==> src/rtl/ccr_unit.sv <==
// ccr_unit: execute-stage condition-code register with an optional shadow stack.
// Flags are held internally as {V,Z,N,C} and fed back to the ALU flag inputs.
// Build option: define CCR_SHADOW_EN to build the interrupt shadow stack
// (push/pop, shadowDepth, ccrError). Without it the block is a plain
// stall-able 4-bit flag register and push/pop are ignored.
// DEPTH is the shadow stack depth; the legal range is 1..8, which keeps the
// pointer inside the 4-bit shadowDepth output.
module ccr_unit #(
  parameter int DEPTH = 2
) (
  input  logic       clk,
  input  logic       rst,
  input  logic       stall,
  input  logic       flagWrite,
  input  logic       zeroFlagIn,
  input  logic       carryFlagIn,
  input  logic       overFlowFlagIn,
  input  logic       negativeFlagIn,
  input  logic       push,
  input  logic       pop,
  output logic       zeroFlag,
  output logic       carryFlag,
  output logic       overFlowFlag,
  output logic       negativeFlag,
  output logic [3:0] shadowDepth,
  output logic       ccrError
);

  // Incoming ALU flags packed in the internal {V,Z,N,C} order.
  logic [3:0] flags_in;
  logic [3:0] flags_q, flags_d;

  assign flags_in = {overFlowFlagIn, zeroFlagIn, negativeFlagIn, carryFlagIn};

`ifdef CCR_SHADOW_EN

  logic [DEPTH-1:0][3:0] stack_q, stack_d;
  logic [3:0]            depth_q, depth_d;
  logic                  err_q, err_d;
  logic [3:0]            top;
  logic                  empty;
  logic                  full;

  assign empty = (depth_q == 4'd0);
  assign full  = (depth_q == 4'(DEPTH));

  // Select entry[depth-1]; a loop compare avoids an out-of-range index when empty.
  always_comb begin
    top = 4'd0;
    for (int i = 0; i < DEPTH; i++) begin
      if (depth_q == 4'(i + 1)) top = stack_q[i];
    end
  end

  // Next-state: pop beats push; an illegal op still lets flagWrite through
  // except when push and pop collide, where the pop owns the flags.
  always_comb begin
    flags_d = flags_q;
    stack_d = stack_q;
    depth_d = depth_q;
    err_d   = 1'b0;
    if (!stall) begin
      if (pop && push) begin
        err_d = 1'b1;
        if (!empty) begin
          flags_d = top;
          depth_d = depth_q - 4'd1;
        end
      end else if (pop) begin
        if (!empty) begin
          flags_d = top;
          depth_d = depth_q - 4'd1;
        end else begin
          err_d = 1'b1;
          if (flagWrite) flags_d = flags_in;
        end
      end else if (push) begin
        if (!full) begin
          // Save the pre-edge flags; a concurrent write only affects flags_d.
          for (int i = 0; i < DEPTH; i++) begin
            if (depth_q == 4'(i)) stack_d[i] = flags_q;
          end
          depth_d = depth_q + 4'd1;
        end else begin
          err_d = 1'b1;
        end
        if (flagWrite) flags_d = flags_in;
      end else if (flagWrite) begin
        flags_d = flags_in;
      end
    end
  end

  // State registers; reset clears flags, pointer, error and every entry.
  always_ff @(posedge clk or posedge rst) begin
    if (rst) begin
      flags_q <= 4'd0;
      stack_q <= '0;
      depth_q <= 4'd0;
      err_q   <= 1'b0;
    end else begin
      flags_q <= flags_d;
      stack_q <= stack_d;
      depth_q <= depth_d;
      err_q   <= err_d;
    end
  end

  assign shadowDepth = depth_q;
  assign ccrError    = err_q;

`else

  // push/pop have no effect without the shadow stack.
  logic unused_stack_ops;
  assign unused_stack_ops = push ^ pop;

  // Flag load: write-enable gated by stall.
  always_comb begin
    flags_d = flags_q;
    if (!stall && flagWrite) flags_d = flags_in;
  end

  // Flag register.
  always_ff @(posedge clk or posedge rst) begin
    if (rst) flags_q <= 4'd0;
    else     flags_q <= flags_d;
  end

  assign shadowDepth = 4'd0;
  assign ccrError    = 1'b0;

`endif

  assign overFlowFlag = flags_q[3];
  assign zeroFlag     = flags_q[2];
  assign negativeFlag = flags_q[1];
  assign carryFlag    = flags_q[0];

endmodule
==> config.mk <==
export PLATFORM = sky130hd
export DESIGN_NAME = ccr_unit
export DESIGN_NICKNAME = d
export VERILOG_FILES = /design/src/rtl/ccr_unit.sv
export SDC_FILE = /design/constraint.sdc
export NUM_CORES = 1
export LEC_CHECK = 0
export BUFFER_PORTS_ARGS = -buffer_cell sky130_fd_sc_hd__buf_2
export CORE_AREA = 2 2 39 41
export CTS_CLUSTER_SIZE = 28
export DETAILED_ROUTE_END_ITERATION = 6
export DIE_AREA = 0 0 41 43
export PLACE_DENSITY = 0.41
export REMOVE_ABC_BUFFERS = 1
export SETUP_SLACK_MARGIN = 0.02
export SKIP_CTS_REPAIR_TIMING = 1
export SLEW_MARGIN = 20
export SYNTH_ARGS = -nofsm -noshare
export SYNTH_HDL_FRONTEND = slang
export SYNTH_SLANG_ARGS = --single-unit
==> constraint.sdc <==
create_clock -name clk -period 0.8 [get_ports clk]
set_input_delay 0.04 -clock clk [delete_from_list [all_inputs] [get_ports clk]]
set_output_delay 0.04 -clock clk [all_outputs]
set_load 0.01 [all_outputs]
==> impl_metrics.prom <==
# TYPE chip_impl_metric gauge
chip_impl_metric{name="synthesis.area_per_instance",unit="um^2"} 13.69
chip_impl_metric{name="fp-row-count",unit=""} 14
chip_impl_metric{name="io_buffers",unit=""} 11
chip_impl_info{name="grt_setup_unrepaired",value="true"} 1
chip_impl_info{name="layout.cells.most_common",value="buf_2"} 1
chip_impl_metric{name="setup_violators_final",unit=""} 0
chip_impl_metric{name="antenna_cells",unit=""} 0
chip_impl_metric{name="drive_gt1_share",unit="%"} 63.33
chip_impl_metric{name="global_route.usage.met3",unit="%"} 4.712
chip_impl_metric{name="post-route-period-util",unit="%"} 97.39
chip_impl_metric{name="via_count_of_the_first_global_routing_pass",unit=""} 167
chip_impl_info{name="crit_path_cell_trace",value="buf_2"} 1
chip_impl_metric{name="cts-root-to-sink-buffers",unit=""} 2
chip_impl_metric{name="worst_skew",unit="ns"} 0
chip_impl_metric{name="area.growth.synth_to_final",unit="%"} 38.86
chip_impl_info{name="synth_top_family_by_area",value="multiplexers"} 1
chip_impl_metric{name="worstPathMaxFanout",unit=""} 2
chip_impl_metric{name="finalCriticalPeriod",unit="ns"} 0.7791
chip_impl_metric{name="largest_register_ffs",unit=""} 4
chip_impl_metric{name="grt_max_degree",unit=""} 5
chip_impl_metric{name="grt_use_total",unit="%"} 5.936
chip_impl_info{name="clockRootBuffer",value="clkbuf_4"} 1
chip_impl_metric{name="clock_sink_count",unit=""} 4
chip_impl_metric{name="synth-seq-area-share",unit="%"} 45.71
chip_impl_metric{name="grt_first_pass_wirelength",unit="um"} 558
chip_impl_metric{name="die_height",unit="um"} 43
chip_impl_metric{name="max_freq",unit="MHz"} 1283
chip_impl_info{name="clock_tree_from_tritoncts",value="done"} 1
chip_impl_metric{name="min_path_cells",unit=""} 2
chip_impl_metric{name="synthesis.instances",unit=""} 16
chip_impl_metric{name="gr-total-overflow",unit=""} 0
chip_impl_metric{name="final_layout_worst_hold_slack",unit="ns"} 0.04034
chip_impl_metric{name="synth_xor_area_share",unit="%"} 0
chip_impl_metric{name="routedWlPerCell",unit="um"} 8.348
chip_impl_info{name="layout_top_registers",value="flags_q (4)"} 1
chip_impl_metric{name="cts-htree-levels",unit=""} 1
chip_impl_metric{name="hpwl_detailed",unit="um"} 316.3
chip_impl_metric{name="mappedNetlistArea",unit="um^2"} 219.0
chip_impl_metric{name="totalWireLength",unit="um"} 384
chip_impl_metric{name="1st_iter_drt_viols",unit=""} 2
chip_impl_metric{name="route.vias.total",unit=""} 138
chip_impl_metric{name="clock_insertion_delay_worst_skew",unit="ns"} 0.23
chip_impl_metric{name="gp_congestion",unit=""} 0.4763
chip_impl_metric{name="powerDensity",unit="nW/um^2"} 2095
chip_impl_info{name="crit_path_start_kind",value="flip-flop"} 1
chip_impl_info{name="layout_common_cells",value="buf_2 (11), conb_1 (5), mux2_4 (4), dfrtp_1 (4), clkbuf_4 (3)"} 1
chip_impl_info{name="critPathKind",value="flip-flop to output pin"} 1
chip_impl_metric{name="routed_via_density",unit=""} 3.000
chip_impl_metric{name="fin_nets",unit=""} 42
chip_impl_metric{name="effective_utilization_at_floorplan",unit="%"} 15.82
chip_impl_metric{name="final-max-slew-violation-count",unit=""} 0
chip_impl_info{name="outcome",value="finished, final reports clean"} 1
chip_impl_metric{name="post_synth_and_or_nand_nor_area_fraction",unit="%"} 6.286
chip_impl_metric{name="finalHoldViolations",unit=""} 0
chip_impl_metric{name="drtPass1Iterations",unit=""} 2
chip_impl_metric{name="synth_cell_type_count",unit=""} 6
chip_impl_metric{name="cts_buffers",unit=""} 3
chip_impl_metric{name="muxShareOfSynthArea",unit="%"} 27.43
chip_impl_metric{name="groute.layer.met1.usage",unit="%"} 3.560
chip_impl_info{name="hold_path_class",value="primary input to flip-flop"} 1
chip_impl_info{name="cpLargestDelayFamily",value="flip-flops"} 1
chip_impl_metric{name="leakage",unit="nW"} 0.1671
chip_impl_metric{name="yosysWarnings",unit=""} 0
chip_impl_metric{name="critical_path_buf_inv_count",unit=""} 1
chip_impl_metric{name="detail-route-antenna-nets",unit=""} 0
chip_impl_metric{name="area_fraction_in_compound_gates_after_synthesis",unit="%"} 0
chip_impl_info{name="critical-path-slowest-cell",value="dfrtp_1"} 1
chip_impl_metric{name="post_synth_fa_ha_maj_area_fraction",unit="%"} 0
chip_impl_metric{name="die_x",unit="um"} 41
chip_impl_metric{name="dp_slack",unit="ns"} 0.005224
chip_impl_metric{name="ioPinCount",unit=""} 19
chip_impl_metric{name="cts.reportedPaths.clkPinSlew",unit="ns"} 0.04
chip_impl_metric{name="critical_path_depth",unit=""} 1
chip_impl_metric{name="antenna_found_initial",unit=""} 0
chip_impl_metric{name="reg2reg_depth",unit=""} 1
chip_impl_metric{name="ys_ff_latch",unit=""} 4
chip_impl_metric{name="cp.arrival",unit="ns"} 0.74
chip_impl_metric{name="required_time_reported_for_the_critical_path_endpoint",unit="ns"} 0.76
chip_impl_info{name="top_register",value="flags_q"} 1
chip_impl_metric{name="drc",unit=""} 0
chip_impl_metric{name="biggest_cell_delay_along_the_critical_path",unit="ns"} 0.36
chip_impl_metric{name="die-area",unit="um^2"} 1763
chip_impl_metric{name="maxCapViolations",unit=""} 0
chip_impl_metric{name="global_route_met2_utilization",unit="%"} 7.500
chip_impl_metric{name="final_setup_margin",unit="ns"} 0.02087
chip_impl_metric{name="placeableCoreArea",unit="um^2"} 1384
chip_impl_metric{name="irDropWorstVdd",unit="mV"} 0.3509
chip_impl_info{name="global_route.peak_usage_layer",value="met4"} 1
chip_impl_info{name="critical_path.endpoint_type",value="output pin"} 1
[final cells by class]
cell class | count | area, um^2
Timing Repair Buffer | 12 | 65.06
Inverter | 1 | 3.754
Clock buffer | 3 | 22.52
Tap cell | 16 | 20.02
Fill cell | 153 | 1080
Sequential cell | 4 | 100.1
Multi-Input combinational cell | 10 | 92.59
[worst paths after layout]
kind	slack (ns)	startpoint	end
max in group asynchronous	0.43	rst	flags_q[2]$_DFFE_PP0P_
setup / recovery	0.02	flags_q[0]$_DFFE_PP0P_	carryFlag
hold / removal	0.04	carryFlagIn	flags_q[0]$_DFFE_PP0P_
setup reg to reg	0.04	flags_q[3]$_DFFE_PP0P_	flags_q[3]$_DFFE_PP0P_
hold reg to reg	0.50	flags_q[1]$_DFFE_PP0P_	flags_q[1]$_DFFE_PP0P_
min in group asynchronous	0.22	rst	flags_q[1]$_DFFE_PP0P_
[power breakdown]
group	internal (W)	switching, W
clock network	0.000168	0.0000803
registers	0.000234	0.0000137
logic	0.0000811	0.0000606
[cell usage after synthesis]
master / number / area [um^2]
buf_4: 5 / 37.54
mux2_4: 4 / 60.06
inv_1: 1 / 3.750
nor2b_4: 1 / 13.76
conb_1: 1 / 3.750
dfrtp_1: 4 / 100.1
[kinds of logic (layout without fill, tap and decap cells)]
group | Yosys count | in the layout
and+or+nand+nor | 1 | 1
other | 1 | 5
buffers and inverters | 6 | 16
muxes | 4 | 4
DFF | 4 | 4
[stage by stage]
stage,TNS [ns],cells,instance area [um^2],total power (W),utilization [%]
after floorplan,0,15,196.4,0.0003340,-
after global placement,0,42,271.5,0.0003866,19.62
after detailed placement,0,42,271.5,0.0003887,19.62
after CTS,0,45,294.0,0.0006476,21.25
after global routing,-0.02152,46,304.0,0.0006806,21.97
final,0,46,304.0,0.0006369,21.97
[metal layers]
metal | up-vias | share of wire [%] | routed length (um)
li1 | 68 | - | -
met1 | 59 | 33 | 125
met5 | - | 0 | 0
met2 | 9 | 49 | 189
met4 | 0 | 3.6 | 14
met3 | 2 | 14 | 54
Note: power is estimated with default switching activity, not from simulation.
